### config.mk
export PLATFORM = sky130hd
export DESIGN_NAME = hbridge_driver_flat
export DESIGN_NICKNAME = d
export VERILOG_FILES = /design/src/rtl/hbridge_pkg.sv /design/src/rtl/hbridge_if.sv /design/src/rtl/hbridge_leg.sv /design/src/rtl/hbridge_driver.sv /design/src/flat_wrapper.sv
export SDC_FILE = /design/constraint.sdc
export NUM_CORES = 1
export LEC_CHECK = 0
export CORE_MARGIN = 10
export CORE_UTILIZATION = 25
export CTS_CLUSTER_DIAMETER = 200
export DETAILED_ROUTE_END_ITERATION = 10
export PLACE_DENSITY = 0.45
export SKIP_CTS_REPAIR_TIMING = 1
export SYNTH_ARGS = -nofsm -noshare
export SYNTH_HDL_FRONTEND = slang
export SYNTH_SLANG_ARGS = --single-unit
### constraint.sdc
create_clock -name clk -period 2.3 [get_ports clk]
set_clock_uncertainty 0.15 [all_clocks]
set_input_delay 0.345 -clock clk [delete_from_list [all_inputs] [get_ports clk]]
set_output_delay 0.345 -clock clk [all_outputs]
set_load 0.02 [all_outputs]
### src/rtl/hbridge_pkg.sv
// hbridge_pkg: shared types for the H-bridge gate driver.
package hbridge_pkg;

  typedef enum logic [1:0] {LEG_OFF, LEG_HIGH, LEG_LOW} leg_cmd_t;
  typedef enum logic [1:0] {L_OFF, L_HIGH, L_LOW, L_DEAD} leg_state_t;
  typedef enum logic {RUN, REVERSE} top_state_t;

  // Steady leg state that a command asks for once any dead-time has elapsed.
  function automatic leg_state_t cmd_state(input leg_cmd_t c);
    case (c)
      LEG_HIGH: cmd_state = L_HIGH;
      LEG_LOW:  cmd_state = L_LOW;
      default:  cmd_state = L_OFF;
    endcase
  endfunction

endpackage

### src/rtl/hbridge_if.sv
// hbridge_if: PWM/direction inputs and gate/status outputs of the H-bridge driver.
interface hbridge_if;
  logic pdcm;
  logic dir;
  logic hs_a;
  logic ls_a;
  logic hs_b;
  logic ls_b;
  logic reversing;

  modport master (output pdcm, dir, input hs_a, ls_a, hs_b, ls_b, reversing);
  modport slave  (input pdcm, dir, output hs_a, ls_a, hs_b, ls_b, reversing);
endinterface

### src/rtl/hbridge_leg.sv
// hbridge_leg: one half-bridge with dead-time inserted on every switch-on.
// Gates decode straight from the state register, so an async reset drops them at once.
module hbridge_leg
  import hbridge_pkg::*;
#(
  parameter int DEAD_CYCLES = 4
) (
  input  logic     clk,
  input  logic     rst,
  input  leg_cmd_t cmd,
  output logic     hs,
  output logic     ls
);

  localparam int CW = $clog2(DEAD_CYCLES + 1);
  localparam logic [CW-1:0] DEAD_LOAD = CW'(DEAD_CYCLES - 1);

  leg_state_t    state, state_nx, target;
  logic [CW-1:0] cnt, cnt_nx;

  assign target = cmd_state(cmd);

  // State and dead counter registers.
  always_ff @(posedge clk or posedge rst) begin
    if (rst) begin
      state <= L_OFF;
      cnt   <= '0;
    end else begin
      state <= state_nx;
      cnt   <= cnt_nx;
    end
  end

  // Switching off is immediate; switching on always passes through L_DEAD,
  // whose count is never restarted by a command change.
  always_comb begin
    state_nx = state;
    cnt_nx   = cnt;
    if (state == L_DEAD) begin
      if (cnt == '0) state_nx = target;
      else           cnt_nx   = cnt - CW'(1);
    end else if (target != state) begin
      if (target == L_OFF) begin
        state_nx = L_OFF;
      end else begin
        state_nx = L_DEAD;
        cnt_nx   = DEAD_LOAD;
      end
    end
  end

  assign hs = (state == L_HIGH);
  assign ls = (state == L_LOW);

endmodule

### src/rtl/hbridge_driver.sv
// hbridge_driver: full H-bridge gate driver fed by the dc_motor PWM stage.
// Optional macro HBRIDGE_SYNC_RECT_EN: drive the PWM leg low side during the
// pdcm low phase (synchronous rectification) instead of leaving it off.
module hbridge_driver
  import hbridge_pkg::*;
#(
  parameter int DEAD_CYCLES    = 4,
  parameter int REVERSE_CYCLES = 16
) (
  input logic       clk,
  input logic       rst,
  hbridge_if.slave  bus
);

  localparam int RW = $clog2(REVERSE_CYCLES + 1);
  localparam logic [RW-1:0] REV_LOAD = RW'(REVERSE_CYCLES - 1);

  logic          pdcm_q, dir_q, dir_lat, dir_lat_nx;
  top_state_t    state, state_nx;
  logic [RW-1:0] rev_cnt, rev_cnt_nx;
  leg_cmd_t      pwm_cmd, cmd_a, cmd_b;
  logic          hs_a, ls_a, hs_b, ls_b;

  // Single input register stage; the motor stage is already on clk.
  always_ff @(posedge clk or posedge rst) begin
    if (rst) begin
      pdcm_q <= 1'b0;
      dir_q  <= 1'b0;
    end else begin
      pdcm_q <= bus.pdcm;
      dir_q  <= bus.dir;
    end
  end

  // Top state, reversal counter and latched direction.
  always_ff @(posedge clk or posedge rst) begin
    if (rst) begin
      state   <= RUN;
      rev_cnt <= '0;
      dir_lat <= 1'b0;
    end else begin
      state   <= state_nx;
      rev_cnt <= rev_cnt_nx;
      dir_lat <= dir_lat_nx;
    end
  end

  // Reversal coast runs its full length; direction is resampled only at its end.
  always_comb begin
    state_nx   = state;
    rev_cnt_nx = rev_cnt;
    dir_lat_nx = dir_lat;
    case (state)
      RUN: if (dir_q != dir_lat) begin
        state_nx   = REVERSE;
        rev_cnt_nx = REV_LOAD;
      end
      REVERSE: if (rev_cnt == '0) begin
        state_nx   = RUN;
        dir_lat_nx = dir_q;
      end else begin
        rev_cnt_nx = rev_cnt - RW'(1);
      end
      default: state_nx = RUN;
    endcase
  end

`ifdef HBRIDGE_SYNC_RECT_EN
  assign pwm_cmd = pdcm_q ? LEG_HIGH : LEG_LOW;
`else
  assign pwm_cmd = pdcm_q ? LEG_HIGH : LEG_OFF;
`endif

  // Leg commands. The dir_q mismatch term turns both legs off on the same clock
  // the reversal is detected, keeping switch-off at two clocks from the dir edge.
  always_comb begin
    cmd_a = LEG_OFF;
    cmd_b = LEG_OFF;
    if (state == RUN && dir_q == dir_lat) begin
      if (!dir_lat) begin
        cmd_a = pwm_cmd;
        cmd_b = LEG_LOW;
      end else begin
        cmd_a = LEG_LOW;
        cmd_b = pwm_cmd;
      end
    end
  end

  hbridge_leg #(.DEAD_CYCLES(DEAD_CYCLES)) u_leg_a (
    .clk (clk), .rst (rst), .cmd (cmd_a), .hs (hs_a), .ls (ls_a)
  );

  hbridge_leg #(.DEAD_CYCLES(DEAD_CYCLES)) u_leg_b (
    .clk (clk), .rst (rst), .cmd (cmd_b), .hs (hs_b), .ls (ls_b)
  );

  assign bus.hs_a      = hs_a;
  assign bus.ls_a      = ls_a;
  assign bus.hs_b      = hs_b;
  assign bus.ls_b      = ls_b;
  assign bus.reversing = (state == REVERSE);

endmodule

### src/flat_wrapper.sv
// flat-port wrapper written by rule: the top's interface ports become plain ports
module hbridge_driver_flat import hbridge_pkg::*;
#(
  parameter int DEAD_CYCLES    = 4,
  parameter int REVERSE_CYCLES = 16
)
  (clk, rst, bus_pdcm, bus_dir, bus_hs_a, bus_ls_a, bus_hs_b, bus_ls_b, bus_reversing);
  hbridge_if bus_i ();
  input logic clk;
  input logic rst;
  input wire logic [$bits(bus_i.pdcm)-1:0] bus_pdcm;
  input wire logic [$bits(bus_i.dir)-1:0] bus_dir;
  output wire logic [$bits(bus_i.hs_a)-1:0] bus_hs_a;
  output wire logic [$bits(bus_i.ls_a)-1:0] bus_ls_a;
  output wire logic [$bits(bus_i.hs_b)-1:0] bus_hs_b;
  output wire logic [$bits(bus_i.ls_b)-1:0] bus_ls_b;
  output wire logic [$bits(bus_i.reversing)-1:0] bus_reversing;
  assign bus_i.pdcm = bus_pdcm;
  assign bus_i.dir = bus_dir;
  assign bus_hs_a = bus_i.hs_a;
  assign bus_ls_a = bus_i.ls_a;
  assign bus_hs_b = bus_i.hs_b;
  assign bus_ls_b = bus_i.ls_b;
  assign bus_reversing = bus_i.reversing;
  hbridge_driver #(.DEAD_CYCLES(DEAD_CYCLES), .REVERSE_CYCLES(REVERSE_CYCLES)) u_core (.clk(clk), .rst(rst), .bus(bus_i));
endmodule
# Word-level counts from Yosys, hierarchy flattened
# Index checks and enable logic that the tools add are counted.
[classes]
addsub = 3
n_eq_ne = 22
mux = 29
n_bitwise = 1
n_reduce_logical = 14
[op_table]
columns = ["operator", "n"]
rows = [
  ["2-to-1 mux 2 bit", 12],
  ["2-to-1 mux 3 bit", 8],
  ["equality test 2 bit (second input constant)", 6],
  ["2-to-1 mux 5 bit", 2],
  ["inequality test 2 bit (second input constant)", 5],
  ["one-hot mux 5 bit (2 select lines)", 1],
  ["equality test 2 x 1 -> 1 bit (second input constant)", 4],
  ["one-hot mux 2 bit (2 select lines)", 2],
  ["AND reduction 2 bit", 4],
  ["logical NOT 3 bit", 2],
  ["inequality test 2 x 1 -> 1 bit (second input constant)", 3],
  ["AND reduction 3 bit", 2],
  ["subtractor 3 x 1 -> 3 bit (second input constant)", 2],
  ["logical NOT 5 bit", 1],
  ["subtractor 5 x 1 -> 5 bit (second input constant)", 1],
  ["logical NOT 2 bit", 2],
  ["inequality test 2 bit", 2],
  ["nonzero test 2 bit", 2],
  ["2-to-1 mux 1 bit", 3],
  ["one-hot mux 1 bit (2 select lines)", 1],
  ["equality test 1 bit", 1],
  ["logical AND 1 bit", 1],
  ["inequality test 1 bit", 1],
  ["NOT 1 bit", 1],
]
[totals]
register_bits = 19
inputBits = 4
out_inout_bits = 5
word_cells = 78

# Depth between registers and ports, before layout
# Gate-level depths: netlist (run 1).
[depth]
word_depth = 9
depth_mapped = 7
mapped_depth_nobuf = 7

# Cells and area by module
# A second synthesis (run 1) with hierarchy kept.
[unflattened]
hier_cells = 135
hier_area_um2 = 1311.3
[by_module_without_submodules]
columns = ["module", "n_inst", "cells_per_inst", "area_per_inst_um2", "seq_area_each_um2"]
rows = [
  ["hbridge_leg", 2, 47, 427.9, 125.1],
  ["hbridge_driver", 1, 41, 455.4, 225.2],
]

# Worst setup path before layout (run 1)
# OpenSTA, ideal clock, no wires.
[synth_path]
kind = "reg-to-reg"
startpoint = "reg u_core.state, in the netlist u_core.bus.reversing"
endpoint = "reg u_core.u_leg_b.cnt[2]"
setup_time_ns = 0.122
t_arrival_ns = 1.779
required_time_ns = 2.028
path_slack_ns = 0.249
path_stages_with_launch = 8
path_buffers = 0
period_less_slack_ns = 2.051
path_cell_list = "dfrtp_1 > inv_1 > and3_1 > nand2_1 > ha_1 > o21bai_1 > nand2_1 > a32o_1"
[synth_via]
elab_chain_len = 8
elab_cells_between_ends = 11
cone_classes = "eq/ne: 4; mux: 2; bitwise: 1; reduce/logical: 4"
[synth_rtl]
columns = ["element", "line_no", "text"]
rows = [
  ["from (decl)", "hbridge_driver.sv:19", "top_state_t state, state_nx;"],
  ["from (signal assigned)", "hbridge_driver.sv:42", "state <= state_nx;"],
  ["NOT 1 bit (*)", "hbridge_driver.sv:79", "if (state == RUN && dir_q == dir_lat) begin"],
  ["logical AND 1 bit (*)", "hbridge_driver.sv:79", ""],
  ["2-to-1 mux 2 bit (*)", "hbridge_driver.sv:79", ""],
  ["equality test 2 bit / equality test 2 x 1 -> 1 bit (equally long branches)", "hbridge_pkg.sv:10", "case (c)"],
  ["one-hot mux 2 bit (2 select lines) (*)", "hbridge_pkg.sv:10", ""],
  ["logical NOT 2 bit / inequality test 2 bit (equally long branches)", "hbridge_leg.sv:43, hbridge_leg.sv:42", ""],
  ["inequality test 2 bit (no source line) / nonzero test 2 bit (equally long branches)", "--", ""],
  ["AND reduction 3 bit (no source line) (*)", "--", ""],
  ["to (signal assigned)", "hbridge_leg.sv:30", "cnt <= cnt_nx;"],
  ["to (decl)", "hbridge_leg.sv:19", "logic [CW-1:0] cnt, cnt_nx;"],
]
# Every way passes the cells marked *; elsewhere a longest branch is shown, timed or not.
# A chain may end at the register's enable or synchronous reset.

# Final worst setup path (run 1)
[layout_path]
startpoint = "reg u_core.u_leg_a.state[0]"
endpoint = "out bus_hs_a"
[layout_via]
elab_chain_len = 1
[layout_rtl]
columns = ["element", "line_no", "text"]
rows = [
  ["from (decl)", "hbridge_leg.sv:18", "leg_state_t state, state_nx, target;"],
  ["from (signal assigned)", "hbridge_leg.sv:29", "state <= state_nx;"],
  ["equality test 2 x 1 -> 1 bit", "hbridge_leg.sv:52", "assign hs = (state == L_HIGH);"],
  ["to (decl)", "flat_wrapper.sv:13", "output wire logic [$bits(bus_i.hs_a)-1:0] bus_hs_a;"],
]
# No other way between the ends.

==> results of run 1 <==
power by group through the flow:
stage / sequential [mW] / combinational [mW] / clock (mW)
floorplan: 0.513 / 0.473 / 0
global placement: 0.520 / 0.590 / 0
detailed placement: 0.525 / 0.606 / 0
CTS: 0.521 / 0.609 / 0.253
global route: 0.539 / 0.688 / 0.279
finish: 0.524 / 0.598 / 0.244
registers in the layout (all words and copies together) (netlist names):
signal and count:
u_core.pdcm_q 1, u_core.u_leg_a.cnt 3, u_core.u_leg_b.cnt 3, u_core.rev_cnt 5
u_core.u_leg_a.state 2, u_core.u_leg_b.state 2, u_core.dir_q 1, u_core.dir_lat 1
u_core.bus.reversing 1
layer usage:
metal | wire length, um | track usage (%) | vias to the layer above
li1 | - | - | 474
met1 | 1240 | 8.13 | 428
met2 | 1010 | 9.38 | 13
met3 | 100 | 2.49 | 2
met4 | 14 | 1.72 | 0
met5 | 0 | 0 | -
logic make-up (layout without fill, tap and decap cells):
family	after synthesis	after routing	share of synthesized area, %
AND/OR/NAND/NOR	36	36	17.5
multiplexers	4	4	4.13
adder cells (fa/ha/maj)	9	9	9.06
XOR/XNOR	6	6	4.23
buffers and inverters	24	35	7.55
flip-flops	19	19	38.3
AO/OA/AOI/OAI	32	32	19.2
worst max-delay path, delay by kind of cell (launching register included):
family / cells / cell delay (ns)
DFF: 1 / 0.50
buffers and inverters: 2 / 0.75
and+or+nand+nor: 1 / 0.11
worst min path at each step:
stage                                          to  cells after the start             startpoint  slack (ns)
final                     u_core.u_leg_a.state[1]                      2                    rst        0.14
after global routing      u_core.u_leg_a.state[1]                      2                    rst        0.17
after CTS                 u_core.u_leg_a.state[0]                      2                    rst        0.15
after detailed placement    u_core.u_leg_a.cnt[0]                      1  u_core.u_leg_a.cnt[0]        0.37
after global placement      u_core.u_leg_a.cnt[0]                      1  u_core.u_leg_a.cnt[0]        0.36
after floorplan              u_core.bus.reversing                      1                    rst        0.15
cell usage in the layout (no fill, tap or decap), types with 2 or more instances in the layout:
cell and count:
o21ai_0 6, nand2_1 8, buf_4 2, nor2_1 8, a21oi_1 4, ha_1 9
dfrtp_1 19, and4b_1 2, inv_1 21, a2bb2oi_1 3, a221oi_1 2, clkdlybuf4s50_1 8
xnor2_1 5, clkbuf_8 3, nand2b_1 8, a32oi_1 3, o211ai_1 4
per-stage QoR:
step | setup slack [ns] | cell area, um2
6_report | 0.188 | 1460
5_1_grt | 0.0605 | 1460
4_1_cts | 0.107 | 1460
3_5_place_dp | 0.127 | 1410
3_3_place_gp | 0.201 | 1410
2_1_floorplan | 0.249 | 1240
cell type report:
| class | count | share of cell area [%] |
|---|---|---|
| Multi-Input combinational cell | 87 | 46.4 |
| Inverter | 21 | 5.40 |
| Sequential cell | 19 | 32.6 |
| Clock inverter | 1 | 0.514 |
| Timing Repair Buffer | 10 | 6.51 |
| Tap cell | 67 | 5.74 |
| Clock buffer | 3 | 2.83 |
==> impl_metrics.ini, run 1 <==
[status]
status = complete, no violations

[synthesis]
synthTopCellsByCount = inv_1 (21), dfrtp_1 (19), ha_1 (9)
syn_inst = 130
yosys_most_used_dff = dfrtp_1
synth_area_um2 = 1240
synth.net_count = 143
netlist.area_leader.share_pct = 38.3
yosysTopAreaCell = dfrtp_1
post-synth-top-count-cell = inv_1
synth_cell_types = 40
avgSynthCellArea_um2 = 9.56
yosysSeqAreaShare_pct = 38.3
ys_warn_count = 0
synthArstFlopShare_pct = 100
synth_area_leaders = dfrtp_1 (38%), ha_1 (9.1%), inv_1 (6.3%), nand2b_1 (4.0%), xnor2_1 (3.5%)
synth_edf_count = 0
ys_ff_latch = 19

[power]
clkPwrFrac_pct = 17.8
swShare_pct = 37.5
p_sw_mw = 0.513
power.leakage_nw = 0.589
combinationalPowerShare_pct = 43.8
ir_drop_uv = 414
p_int_mw = 0.853
powerDensity_nw_per_um2 = 936
power_mw = 1.37
p_seq_share_pct = 38.4

[drt]
avgViaCountPerCell = 4.41
drc_errors = 0
wl_um = 2360
first_pass_iters = 4
wire_per_inst_um = 11.4
drt_iter0_drc = 73
ant_nets = 0
vias = 917

[critical_path]
crit_chain = inv_1 -> nor2_1 -> clkdlybuf4s50_1
worst_r2r_path_depth = 6
startpoint = u_core.u_leg_a.state[0]
cpPeakStageDelay_ns = 0.62
path_max_fanout = 9
reg2reg_slack_ns = 0.23
crit_slowest_cell = clkdlybuf4s50_1
critPathCaptureType = output port
required_ns = 1.80
critPathKind = flip-flop to output port
cp.arrival_ns = 1.62
rr_startpoint = u_core.dir_lat
r2r_end = u_core.u_leg_a.cnt[2]
critPathLaunchType = flip-flop
endpoint = bus_hs_a

[clock_tree]
clockBufferDepth = 2
cts_tree = built
clk_latency_ns = 0.26
htreeDepth = 1
clk_pin_slew_ns = 0.08
cts_num_sinks = 19
cts-buffers-inserted = 3
clockRootBuffer = clkbuf_8

[sta]
slew_headroom_pct = 78.2
setup_viol = 0
min_period_ns = 2.11
tightest_slew_ns = 0.325
grt_setup_unrepaired = false
slew_viol_final = 0
fin_tns_setup_ns = 0
timing.final.hold_violations = 0
maxClockFrequency_mhz = 474
period_share_pct = 91.8
whs_ns = 0.137

[die]
boundaryPins = 9
fp.dieW_um = 90.5
start_util_pct = 26.1
die_area_um2 = 8190
die_y_um = 90.5
rows = 25
core_um2 = 4750

[placement]
hpwl_um = 1890
gp_congestion = 0.767
dp.cells = 204
portBuffers = 8

[global_route]
overflow = 0
grt_max_degree = 15
antenna_found_initial = 0
grtUsageTotal_pct = 6.29
grt_pass1_vias = 946
grt_pass1_wl_um = 4380

[layout]
multi_input_area_um2 = 678
fin_nets = 155
n_fill_cell = 516
synthToLayoutAreaGrowth_pct = 17.5
ff_latch_area_um2 = 475
finish.utilization_pct = 30.7
antennaDiodeCount = 0
fin_cells = 208
drive_above_1_share_pct = 8.51

[job]
max-cap-violations = 0

[hold_path]
hold_class = input port to async pin
No activity file was read; power rests on OpenSTA's default activity.
==> run 2: changes to the inputs <==
--- a/config.mk
+++ b/config.mk
@@ -6,10 +6,11 @@
 export NUM_CORES = 1
 export LEC_CHECK = 0
 export CORE_MARGIN = 10
-export CORE_UTILIZATION = 25
+export CORE_UTILIZATION = 57
 export CTS_CLUSTER_DIAMETER = 200
 export DETAILED_ROUTE_END_ITERATION = 10
-export PLACE_DENSITY = 0.45
+export GPL_ROUTABILITY_DRIVEN = 0
+export PLACE_DENSITY = 0.82
 export SKIP_CTS_REPAIR_TIMING = 1
 export SYNTH_ARGS = -nofsm -noshare
 export SYNTH_HDL_FRONTEND = slang
==> impl_metrics.ini, run 2 (same netlist as run 1, synthesis figures left out) <==
[clock_tree]
cts_num_sinks = 19
htreeDepth = 1
clk_latency_ns = 0.30
cts-buffers-inserted = 3
clockRootBuffer = clkbuf_4
clk_pin_slew_ns = 0.11
cts_tree = built
clockBufferDepth = 2

[layout]
drive_above_1_share_pct = 7.86
ff_latch_area_um2 = 475
reg.largest.list = u_core.rev_cnt x5, u_core.u_leg_a.cnt x3, u_core.u_leg_b.cnt x3
largest-register = u_core.rev_cnt
fin_nets = 154
final_common_cell = inv_1
synthToLayoutAreaGrowth_pct = 11.2
antennaDiodeCount = 0
final_cell_mix = inv_1 (21), dfrtp_1 (19), ha_1 (9)
largest_reg_flops = 5
final_area_um2 = 1380
n_fill_cell = 160
multi_input_area_um2 = 678

[global_route]
antenna_found_initial = 0
grt_pass1_wl_um = 4110
overflow = 0
grt_pass1_vias = 917
grt_max_degree = 20
grtUsageTotal_pct = 11.5

[drt]
avgViaCountPerCell = 5.57
ant_nets = 0
wire_per_inst_um = 13.6
wl_um = 2260
first_pass_iters = 4
vias = 931
drc_errors = 0
drt_iter0_drc = 56

[critical_path]
critPathLaunchType = flip-flop
cp.arrival_ns = 1.65
critPathKind = flip-flop to output port
critPathCaptureType = output port
required_ns = 1.80
path_max_fanout = 9

[sta]
min_period_ns = 2.14
tightest_slew_ns = 0.704
period_share_pct = 93.0
setup_viol = 0
slew_viol_final = 0
maxClockFrequency_mhz = 467
grt_setup_unrepaired = false
timing.final.hold_violations = 0
fin_tns_setup_ns = 0
slew_headroom_pct = 53.0

[hold_path]
hold_class = input port to async pin

[die]
core_um2 = 2020
rows = 16
die_y_um = 66.7
fp.dieW_um = 66.7
start_util_pct = 61.4
boundaryPins = 9
die_area_um2 = 4450

[power]
powerDensity_nw_per_um2 = 940
power_mw = 1.30
ir_drop_uv = 678
power.leakage_nw = 0.580

[placement]
placed_cell_area_um2 = 1350
portBuffers = 8
hpwl_um = 1740

[job]
max-cap-violations = 0

[status]
status = complete, no violations
[run 2: cell count changes in the layout (fill, tap and decap cells not counted), sizes merged]
cell / change
buf: -1
clkinvlp: -1
clkinv: +1
[run 2: final timing paths]
check                                         from                    end  slack (ns)  cells after the start
max                        u_core.u_leg_b.state[1]               bus_ls_b        0.16                      3
min in group clk                          bus_pdcm          u_core.pdcm_q        0.34                      1
max in group asynchronous                      rst   u_core.bus.reversing        1.26                      2
min                                            rst  u_core.u_leg_a.cnt[0]        0.30                      2
max reg2reg                   u_core.bus.reversing  u_core.u_leg_b.cnt[2]        0.21                      7
min reg2reg                  u_core.u_leg_a.cnt[0]  u_core.u_leg_a.cnt[0]        0.39                      1
[run 2: where the power goes]
group          internal (mW)  total (mW)  switching (mW)
Sequential             0.425       0.522          0.0971
Clock                 0.0649       0.173           0.108
Combinational          0.307       0.604           0.297
Total                  0.797        1.30           0.502
[run 2: worst max-delay path, cell delays in order (launching register included)]
cell and delay, ns:
dfrtp_1 0.50, inv_1 0.13, nor2_1 0.11, clkdlybuf4s50_1 0.61
[run 2: final cells by class]
class,instances,share of cell area (%)
Multi-Input combinational cell,87,49.1
Inverter,21,5.71
Tap cell,27,2.45
Clock inverter,1,0.362
Clock buffer,3,1.63
Sequential cell,19,34.4
Timing Repair Buffer,9,6.34
[run 2: stage by stage]
step / hold WS (ns) / std cells / setup WS (ns) / utilization [%]
2_1_floorplan: 0.146 / 130 / 0.249 / -
5_1_grt: 0.324 / 167 / 0.0397 / 68.3
4_1_cts: 0.319 / 167 / 0.133 / 68.1
3_5_place_dp: 0.366 / 163 / 0.167 / 66.7
3_3_place_gp: 0.358 / 163 / 0.218 / 66.7
6_report: 0.296 / 167 / 0.160 / 68.3
[run 2: routing by layer]
layer  vias up  wire length [um]  GRT usage, %  part of all wire [%]
met5         -                 0             0                     0
met4         0                39          4.71                   1.7
met3         5               118          3.18                   5.2
met2        16              1060          17.9                    47
met1       437              1050          14.6                    46
li1        473                 -             -                     -
